<file path="config.mk">
export PLATFORM = sky130hd
export DESIGN_NAME = spram_data_ctrl
export DESIGN_NICKNAME = d
export VERILOG_FILES = /design/src/rtl/spram_data_ctrl.sv
export SDC_FILE = /design/constraint.sdc
export NUM_CORES = 1
export LEC_CHECK = 0
export CAP_MARGIN = 20
export CORE_ASPECT_RATIO = 0.9
export CORE_UTILIZATION = 42
export CTS_CLUSTER_DIAMETER = 150
export CTS_CLUSTER_SIZE = 8
export DETAILED_ROUTE_END_ITERATION = 10
export HOLD_SLACK_MARGIN = 0.03
export PLACE_DENSITY = 0.79
export REMOVE_ABC_BUFFERS = 1
export SETUP_SLACK_MARGIN = 0.05
export SKIP_CTS_REPAIR_TIMING = 1
export SLEW_MARGIN = 15
export SYNTH_ARGS = -nofsm -noshare
export SYNTH_HDL_FRONTEND = slang
export SYNTH_SLANG_ARGS = --single-unit
</file>
<file path="constraint.sdc">
create_clock -name clk -period 2.2 [get_ports clk]
set_input_delay 0.44 -clock clk [delete_from_list [all_inputs] [get_ports clk]]
set_output_delay 0.44 -clock clk [all_outputs]
set_load 0.02 [all_outputs]
</file>
<file path="src/rtl/spram_data_ctrl.sv">
// spram_data_ctrl
//   Data-side controller between the CPU load/store port and a 32-bit memory
//   made of two 16Kx16 SPRAMs (upper half on [31:16], lower half on [15:0]).
//   Replicates store data across lanes and builds nibble write masks. Aligns
//   load data and sign- or zero-extends it. Rejects misaligned or illegal
//   accesses. Drops the SPRAMs into standby after IDLE_CYCLES idle cycles and
//   runs a WAKE_CYCLES wake-up delay before the next access.
// Ports
//   clk, rst_n         clock, async active-low reset
//   cpu_req/we/size/unsigned/addr/wdata   request (held until cpu_ack)
//   cpu_ack/err/rdata  one-cycle completion, error flag, load result
//   mem_*              SPRAM pair controls; mem_rdata is DATAOUT
module spram_data_ctrl #(
    parameter int IDLE_CYCLES = 64,
    parameter int WAKE_CYCLES = 3
) (
    input  logic        clk,
    input  logic        rst_n,
    input  logic        cpu_req,
    input  logic        cpu_we,
    input  logic [1:0]  cpu_size,
    input  logic        cpu_unsigned,
    input  logic [15:0] cpu_addr,
    input  logic [31:0] cpu_wdata,
    output logic        cpu_ack,
    output logic        cpu_err,
    output logic [31:0] cpu_rdata,
    output logic [13:0] mem_addr,
    output logic [31:0] mem_wdata,
    output logic [7:0]  mem_mask,
    output logic        mem_wren,
    output logic        mem_cs,
    output logic        mem_standby,
    output logic        mem_sleep,
    output logic        mem_poweroff,
    input  logic [31:0] mem_rdata
);

    typedef enum logic [2:0] {S_IDLE, S_ACCESS, S_RESP, S_ERR, S_STBY, S_WAKE} state_t;

    localparam int ICW = (IDLE_CYCLES > 1) ? $clog2(IDLE_CYCLES) : 1;
    localparam int WCW = (WAKE_CYCLES > 1) ? $clog2(WAKE_CYCLES) : 1;
    localparam logic [ICW-1:0] IDLE_LAST = (IDLE_CYCLES > 0) ? ICW'(IDLE_CYCLES - 1) : '0;
    localparam logic [WCW-1:0] WAKE_LAST = (WAKE_CYCLES > 0) ? WCW'(WAKE_CYCLES - 1) : '0;

    state_t          state, state_d;
    logic [ICW-1:0]  idle_cnt, idle_cnt_d;
    logic [WCW-1:0]  wake_cnt, wake_cnt_d;
    logic            ack_d, err_d, cs_d, wren_d, stby_d;
    logic [13:0]     addr_d;
    logic [31:0]     wdata_d;
    logic [7:0]      mask_d;
    // size/offset/extension of the access in flight, used to shape cpu_rdata
    logic [1:0]      lat_size, lat_size_d;
    logic [1:0]      lat_off, lat_off_d;
    logic            lat_uns, lat_uns_d;

    logic            illegal;
    logic [31:0]     st_data;
    logic [7:0]      st_mask;

    assign mem_sleep    = 1'b0;
    assign mem_poweroff = 1'b1;

    assign illegal = (cpu_size == 2'b11) ||
                     (cpu_size == 2'b01 && cpu_addr[0]) ||
                     (cpu_size == 2'b10 && cpu_addr[1:0] != 2'b00);

    // Store data is replicated so every lane already holds the value; the
    // mask alone decides which nibbles of which SPRAM get written.
    always_comb begin
        st_data = cpu_wdata;
        st_mask = 8'hFF;
        case (cpu_size)
            2'b00: begin
                st_data = {4{cpu_wdata[7:0]}};
                st_mask = 8'h03 << {cpu_addr[1:0], 1'b0};
            end
            2'b01: begin
                st_data = {2{cpu_wdata[15:0]}};
                st_mask = cpu_addr[1] ? 8'hF0 : 8'h0F;
            end
            default: ;
        endcase
    end

    always_comb begin
        state_d    = state;
        idle_cnt_d = idle_cnt;
        wake_cnt_d = wake_cnt;
        ack_d      = 1'b0;
        err_d      = 1'b0;
        cs_d       = 1'b0;
        wren_d     = 1'b0;
        stby_d     = mem_standby;
        addr_d     = mem_addr;
        wdata_d    = mem_wdata;
        mask_d     = mem_mask;
        lat_size_d = lat_size;
        lat_off_d  = lat_off;
        lat_uns_d  = lat_uns;
        case (state)
            S_IDLE: begin
                if (cpu_req) begin
                    // a request in the expiry cycle wins over standby entry
                    idle_cnt_d = '0;
                    if (illegal) begin
                        state_d = S_ERR;
                        ack_d   = 1'b1;
                        err_d   = 1'b1;
                    end else begin
                        state_d    = S_ACCESS;
                        cs_d       = 1'b1;
                        wren_d     = cpu_we;
                        addr_d     = cpu_addr[15:2];
                        wdata_d    = st_data;
                        mask_d     = cpu_we ? st_mask : 8'h00;
                        lat_size_d = cpu_size;
                        lat_off_d  = cpu_addr[1:0];
                        lat_uns_d  = cpu_unsigned;
                    end
                end else if (IDLE_CYCLES != 0 && idle_cnt == IDLE_LAST) begin
                    state_d    = S_STBY;
                    stby_d     = 1'b1;
                    idle_cnt_d = '0;
                end else begin
                    idle_cnt_d = idle_cnt + 1'b1;
                end
            end
            S_ACCESS: begin
                // read data appears on mem_rdata during S_RESP
                state_d = S_RESP;
                ack_d   = 1'b1;
            end
            S_RESP:  state_d = S_IDLE;
            S_ERR:   state_d = S_IDLE;
            S_STBY: begin
                if (cpu_req) begin
                    state_d    = S_WAKE;
                    stby_d     = 1'b0;
                    wake_cnt_d = '0;
                end
            end
            S_WAKE: begin
                if (wake_cnt == WAKE_LAST) state_d = S_IDLE;
                else                       wake_cnt_d = wake_cnt + 1'b1;
            end
            default: state_d = S_IDLE;
        endcase
    end

    always_ff @(posedge clk or negedge rst_n) begin
        if (!rst_n) begin
            state       <= S_IDLE;
            idle_cnt    <= '0;
            wake_cnt    <= '0;
            cpu_ack     <= 1'b0;
            cpu_err     <= 1'b0;
            mem_cs      <= 1'b0;
            mem_wren    <= 1'b0;
            mem_standby <= 1'b0;
            mem_addr    <= '0;
            mem_wdata   <= '0;
            mem_mask    <= '0;
            lat_size    <= '0;
            lat_off     <= '0;
            lat_uns     <= 1'b0;
        end else begin
            state       <= state_d;
            idle_cnt    <= idle_cnt_d;
            wake_cnt    <= wake_cnt_d;
            cpu_ack     <= ack_d;
            cpu_err     <= err_d;
            mem_cs      <= cs_d;
            mem_wren    <= wren_d;
            mem_standby <= stby_d;
            mem_addr    <= addr_d;
            mem_wdata   <= wdata_d;
            mem_mask    <= mask_d;
            lat_size    <= lat_size_d;
            lat_off     <= lat_off_d;
            lat_uns     <= lat_uns_d;
        end
    end

    // Load alignment and extension straight off SPRAM DATAOUT
    logic [31:0] rd_shift;
    logic [15:0] rd_half;
    assign rd_shift = mem_rdata >> {lat_off, 3'b000};
    assign rd_half  = lat_off[1] ? mem_rdata[31:16] : mem_rdata[15:0];

    always_comb begin
        case (lat_size)
            2'b00:   cpu_rdata = {{24{~lat_uns & rd_shift[7]}}, rd_shift[7:0]};
            2'b01:   cpu_rdata = {{16{~lat_uns & rd_half[15]}}, rd_half};
            default: cpu_rdata = mem_rdata;
        endcase
    end

endmodule
</file>
### Yosys cells after proc, flatten, opt, wreduce, memory -nomap -nowiden

Index checks and enable logic that the tools add are counted.

| operators by class | value |
|---|---|
| add/sub/neg operators | 2 |
| equality and inequality tests | 15 |
| shift operators | 2 |
| muxes and demuxes | 31 |
| bitwise gates (word level) | 4 |
| reduce and logical (&&, ||, !) cells | 14 |

Operators with widths:

| operator | count |
|---|---|
| 32-bit one-hot mux with 2 select lines | 2 |
| 32-bit by 5-bit right shift with 8-bit output | 1 |
| 16-bit 2-to-1 mux | 1 |
| 8-bit 2-to-1 mux | 2 |
| 8-bit one-hot mux with 2 select lines | 1 |
| 1-bit 2-to-1 mux | 12 |
| 3-bit 2-to-1 mux | 4 |
| 6-bit 2-to-1 mux | 2 |
| 3-bit one-hot mux with 4 select lines | 1 |
| 2-bit != test, second input constant | 5 |
| 3-bit AND reduction | 3 |
| 2-bit by 3-bit << shifter with 8-bit output, first input constant | 1 |
| 6-bit by 1-bit adder with 6-bit output, second input constant | 1 |
| 2-bit equality test, second input constant | 3 |
| 3-bit equality test, second input constant | 2 |
| 6-bit equality test, second input constant | 1 |
| 2-bit 2-to-1 mux | 3 |
| 2-bit nonzero test | 3 |
| 2-bit by 1-bit equality test with 1-bit output, second input constant | 2 |
| 2-bit logical NOT | 2 |
| 1-bit one-hot mux with 2 select lines | 2 |
| 2-bit one-hot mux with 2 select lines | 1 |
| 4-bit AND reduction | 1 |
| 3-bit by 1-bit equality test with 1-bit output, second input constant | 1 |
| other kinds (7) | 11 |

| storage, ports and cells | value |
|---|---|
| flip-flop bits (word level) | 75 |
| input port bits | 87 |

### Logic depth before layout (Yosys ltp)

Gate-level depths: netlist of run 1.

| depth | value |
|---|---|
| word-level depth | 7 |
| mapped depth | 7 |
| mapped depth without buffers | 5 |

### Least setup slack after synthesis of run 1

No wires, ideal clock.

| path | value |
|---|---|
| kind | flip-flop to output port |
| start | reg lat_off[1] |
| end | out cpu_rdata[2] |
| arrival | 1.678 ns |
| path slack | 0.082 ns |
| cell stages (with the launch flop) | 7 |
| buffers on the path | 2 |
| cells stage by stage | dfrtp_1 -> clkbuf_1 -> inv_1 -> clkbuf_1 -> nor2_1 -> a22oi_1 -> o21ai_0 |

| on the way | value |
|---|---|
| word-level cells in the longest chain between the ends | 2 |
| elaborated cells between the ends (all ways) | 3 |
| those cells by class | shift: 1; mux: 2 |

Ends and longest elaborated chain:

| element | line | RTL |
|---|---|---|
| from (decl) | 55 | `logic [1:0] lat_off, lat_off_d;` |
| from (signal assigned) | 181 | `lat_off <= lat_off_d;` |
| 32-bit by 5-bit right shift with 8-bit output / 16-bit 2-to-1 mux (equally long branches) | 189, 190 |  |
| 32-bit one-hot mux with 2 select lines * | 193 | `case (lat_size)` |
| to (decl) | 27 | `output logic [31:0] cpu_rdata,` |

Every way passes the cells marked *; elsewhere a longest branch is shown, timed or not.

### Final worst setup path of run 1

| path | value |
|---|---|
| start | reg lat_off[1] |
| end | out cpu_rdata[7] |

Same word-level chain as after synthesis.

==> impl_metrics.tcl, run 1 <==
set metrics [dict create \
    seq_power_share_pct 25.8 \
    synthAdderAreaFrac_pct 0.643 \
    pin_count 180 \
    drive_gt1_share_pct 23.3 \
    synth_most_common_cell "nand2_1" \
    power_uw 8820 \
    synth_edf_count 0 \
    root_buffer "clkbuf_8" \
    synth_xor_area_share_pct 0.225 \
    yosys-top-cells-area "dfrtp_1, nand2_1, mux2_2" \
    vias 3805 \
    synthCells 407 \
    p_per_area_nw_per_um2 1390 \
    internal_power_uw 5140 \
    syn-cell-area_um2 3890 \
    synth_top_flop_cell "dfrtp_1" \
    cp-end-kind "primary output" \
    clock_latency_ns 0.34 \
    slowest_stage "dfrtp_2" \
    area_delta_synth_final_pct 62.7 \
    wl_per_cell_um 17.0 \
    row_count 32 \
    dr.first_iter.drc_count 215 \
    drt.antenna.violating_nets 0 \
    clk_pin_slew_ns 0.08 \
    synth.avg_cell_area_um2 9.56 \
    comb_power_share_pct 62.4 \
    hp-class "in -> async" \
    grt_pass1_wl_um 17700 \
    grt_pass1_vias 3705 \
    hpwl_um 8680 \
    finalWirelength_um 12300 \
    path_delay_family "buffers and inverters" \
    critPathKind "reg -> out" \
    violations "negative setup slack" \
    drtPass1Iterations 5 \
    post-route-min-period_ns 2.55 \
    seq_area_frac_synth_pct 45.7 \
    synth_mux_area_share_pct 15.6 \
    worstSetupStartpointType "register" \
    swShare_pct 41.8 \
    final-hold-violation-count 0 \
    cts_buffers 9 \
    fin_skew_ns 0.0106 \
    cpMostUsedCell "buf_4" \
    dp_slack_ns -0.669 \
    cts.sinks 71 \
    dp.cells 698 \
    fp.dieArea_um2 9650 \
    cp.required_ns 1.76 \
    h-tree-depth 3 \
    die-height_um 93.3 \
    power_frac_clock_pct 11.8 \
    antenna_found_initial 0 \
    port_buffers 177 \
    path_cells "buf_4 > inv_1 > buf_4 > a22o_1 > a22oi_1 > nand2_1 > dlymetal6s2s_1" \
    placed_cell_area_um2 5860 \
    vias_per_cell 5.25 \
    clockBufferDepth 2 \
    synth_top_family_by_area "simple AND/OR/NAND/NOR gates" \
    max-cap-violations 0 \
    diodes 0 \
    yosys_register_bits 71 \
    fin_area_um2 6330 \
    synthArstFlopShare_pct 100 \
    p_sw_uw 3690 \
    synth_compound_area_share_pct 15.7 \
    rsz0062_at_grt "yes" \
    synthDistinctLibCells 47 \
    fmax_mhz 392 \
    p_leak_uw 0.00290 \
    fin_cells 725 \
    drv_slew 0 \
    finalCritPeriodShare_pct 116 \
    gp_congestion 0.854 \
    critPathArrivalTime_ns 2.11 \
    setup_ws_ns -0.354 \
    crit_fanout 10 \
    gr-total-overflow 0 \
    slowest_delay_ns 0.45 \
    die_x_um 103 \
    synthTopCellsByCount "nand2_1, dfrtp_1, o21ai_0, mux2i_1, mux2_2" \
    initial_core_util_pct 44.4 \
    grt_max_degree 57 \
    grt_use_total_pct 24.2 \
    synth.top_cell.area_share_pct 45.7 \
    peakVddDrop_mv 0.897 \
    remaining_drc_errors 0 \
    synth_warnings 0 \
    synth_area_leader_cell "dfrtp_1" \
    setup_viol 32 \
    yosys.area_share.simple_pct 16.0 \
    finalNetCount 690 \
    cts_tree "done" \
    critical_path_buf_inv_count 4 \
    core_area_um2 8770 \
    outcome "complete, but fails checks" \
]
-- power groups by stage --
stage                     Sequential (uW)  Clock (uW)  Combinational, uW
after floorplan                      2920           0               1780
after CTS                            2260        1060               4960
final                                2270        1040               5510
after detailed placement             2270           0               4940
after global routing                 2350        1120               5870
after global placement               2240           0               4850
-- final timing paths --
| path | cells past startpoint | endpoint | from | slack, ns |
|---|---|---|---|---|
| worst max-delay path | 7 | cpu_rdata[7] | lat_off[1] | -0.35 |
| worst min-delay path | 1 | mem_wdata[7] | rst_n | 0.01 |
| worst max register to register | 5 | idle_cnt[3] | idle_cnt[0] | 0.42 |
| worst min register to register | 2 | mem_wdata[24] | mem_wdata[24] | 0.49 |
| max in group asynchronous | 2 | mem_wdata[31] | rst_n | 1.55 |
| min in group clk | 2 | mem_wdata[24] | mem_wdata[24] | 0.49 |
-- final cells by class --
type / instances / area (um^2)
clock buffers: 10 / 128
clock inverters: 6 / 68.8
fillers: 604 / 2440
inverters: 6 / 22.5
multi-input cells: 296 / 2030
flip-flops and latches: 71 / 1780
well taps: 119 / 149
repair buffers: 217 / 2160
-- logic make-up after synthesis --
kind of cell | Yosys count
other cells | 2
xor+xnor | 1
buf+inv | 40
fa+ha+maj | 2
flops | 71
simple gates | 138
compound gates | 96
mux | 57
-- sequential cells by signal, summed over array words and instances (netlist names), 2 cells and up --
name and flops:
lat_off 2, state 3, mem_wdata 32, mem_addr 14
wake_cnt 2, idle_cnt 6, mem_mask 4, lat_size 2
-- per-layer routing --
metal  global-route usage (%)  up-vias  wire, um
li1                         -     1801         -
met1                     25.9     1793      4630
met4                     11.2        0       427
met3                     9.79       31      1430
met2                     41.2      180      5810
met5                        0        -         0
-- cells in the final DEF (no fill, tap or decap), drive strengths merged, types with 2 or more instances in the layout --
master         instances
clkbuf                10
a21o                   4
dlymetal6s2s           5
o22ai                  3
mux2                  28
clkinv                 3
clkdlybuf4s50        140
dfrtp                 71
nor2                  18
a22o                   7
nand3                  2
nand2                 90
nand2b                 5
nor3                   5
buf                   72
or3                    2
o31ai                  3
inv                    7
a221oi                 3
a221o                  7
nor2b                  6
conb                   2
a21oi                 13
ha                     2
o21ai                 44
mux2i                 29
a22oi                  5
a2bb2oi                2
-- through the flow --
step                      setup TNS [ns]  hold slack (ns)  util, %
after global placement            -15.64            0.386     66.8
after global routing               -6.80           0.0353     72.2
after CTS                         -22.46           0.0111     69.0
after floorplan                   -28.09            0.144        -
final                              -4.45           0.0122     72.2
after detailed placement          -17.03            0.387     66.8
No activity file was read; power rests on OpenSTA's default activity.
==> run 2: changes to the inputs <==
- CORE_MARGIN: unset -> 10
- SKIP_LAST_GASP: unset -> 1
==> run 2 against run 1 <==
Against the previous run:
- the run still ends with negative setup slack left
- die area rose by 40%
- wire length rose by 8.1%
- sequential power barely moved
- cell area fell by 0.91%
- critical path type unchanged
- first-iteration DRC count fell by 5.1%
- hold slack improved by 0.042 ns
- critical endpoint is now cpu_rdata[11]
- register-to-register slack got worse by 0.03 ns
- clock power fell by 8%
- cell count rose by 2.1%
==> impl_metrics.tcl, run 2 (same netlist as run 1, synthesis figures left out) <==
set metrics [dict create \
    fmax_mhz 421 \
    fin_cells 740 \
    cp-end-kind "primary output" \
    hpwl_um 10300 \
    fp.dieArea_um2 13500 \
    port_buffers 177 \
    core_area_um2 9080 \
    largest_reg_flops 32 \
    peakVddDrop_mv 0.830 \
    fin_area_um2 6270 \
    layout_common_cells "clkdlybuf4s50_1, nand2_1, dfrtp_1, buf_4, o21ai_0" \
    finalWirelength_um 13300 \
    gp_congestion 0.864 \
    finalNetCount 702 \
    grt-busiest-layer "met2" \
    clockBufferDepth 2 \
    met2_usage_pct 29.3 \
    finalSetupTns_ns -3.65 \
    die_x_um 121 \
    initial_core_util_pct 42.8 \
    worstSetupStartpointType "register" \
    drt.antenna.violating_nets 0 \
    violations "negative setup slack" \
    grt_use_total_pct 18.8 \
    placed_cell_area_um2 5950 \
    hp-class "in -> async" \
    rsz0062_at_grt "yes" \
    post-route-min-period_ns 2.38 \
    wl_per_cell_um 18.0 \
    met3_usage_pct 11.7 \
    cts_buffers 9 \
    clk_pin_slew_ns 0.08 \
    diodes 0 \
    vias 3808 \
    h-tree-depth 3 \
    setup_ws_ns -0.177 \
    clock_latency_ns 0.35 \
    area_delta_synth_final_pct 61.2 \
    dr.first_iter.drc_count 204 \
    vias_per_cell 5.15 \
    layout_commonest_cell "clkdlybuf4s50_1" \
    crit_fanout 5 \
    root_buffer "clkbuf_8" \
    p_per_area_nw_per_um2 1370 \
    top_regs "mem_wdata (32), mem_addr (14), idle_cnt (6)" \
    drv_slew 0 \
    max-cap-violations 0 \
    die-height_um 111 \
    p_leak_uw 0.00290 \
    setup_viol 30 \
    drtPass1Iterations 4 \
    cts_tree "done" \
    cts.sinks 71 \
    grt_pass1_vias 3980 \
    gr-total-overflow 0 \
    critPathKind "reg -> out" \
    cp.required_ns 1.76 \
    largest_register "mem_wdata" \
    finalCritPeriodShare_pct 108 \
    drive_gt1_share_pct 23.1 \
    dp.cells 714 \
    dp_slack_ns -0.642 \
    final-hold-violation-count 0 \
    fillers 690 \
    row_count 33 \
    pin_count 180 \
    grt_pass1_wl_um 20600 \
    outcome "complete, but fails checks" \
    antenna_found_initial 0 \
    final_core_util_pct 69.1 \
    use_met1_pct 21.0 \
    grt_max_degree 39 \
    remaining_drc_errors 0 \
    fin_skew_ns 0.0113 \
    critPathArrivalTime_ns 1.94 \
]
-- run 2: cell count changes in the layout (fill, tap and decap cells not counted), sizes merged --
cell	change
clkbuf	+4
clkinvlp	+1
clkinv	-3
inv	-1
dlymetal6s2s	-1
bufinv	-1
buf	+13
-- run 2: through the flow --
step	hold slack, ns	power, uW
finish	0.0537	8570
global route	0.0752	9140
CTS	0.0537	8380
floorplan	0.144	4700
global placement	0.436	7270
detailed placement	0.444	7400
-- run 2: worst paths after layout --
check                         startpoint       endpoint  slack [ns]  cells past startpoint
hold / removal                     rst_n   mem_addr[13]        0.05                      1
setup reg to reg             idle_cnt[0]    idle_cnt[3]        0.39                      5
min in group clk           mem_wdata[15]  mem_wdata[15]        0.49                      2
hold reg to reg            mem_wdata[15]  mem_wdata[15]        0.49                      2
setup / recovery              lat_off[1]  cpu_rdata[11]       -0.18                      6
max in group asynchronous          rst_n   mem_wdata[0]        1.61                      2
-- run 2: critical path: stages, from the launching register on --
cell and delay (ns):
dfrtp_2 0.46, mux2_4 0.34, a2bb2oi_4 0.18, nor3_4 0.07, buf_6 0.13, a221o_1 0.25
buf_4 0.16
-- run 2: where the power goes --
group | switching, uW | internal (uW)
registers | 393 | 1870
logic | 2720 | 2630
clock network | 484 | 473
-- run 2: metal layers --
metal  share of wire (%)  vias to the layer above
li1                    -                     1831
met1                  40                     1783
met2                  44                      170
met3                  14                       24
met4                 2.0                        0
met5                   0                        -
-- run 2: cell type report --
type                       count  area, um^2  share of cell area (%)
tap                          122         153                    2.43
clock buffer                  14         163                    2.59
clock inverter                 2        15.0                   0.239
timing repair buffer         229        2170                    34.6
multi-input combinational    296        1970                    31.5
inverter                       6        22.5                   0.359
sequential                    71        1780                    28.3
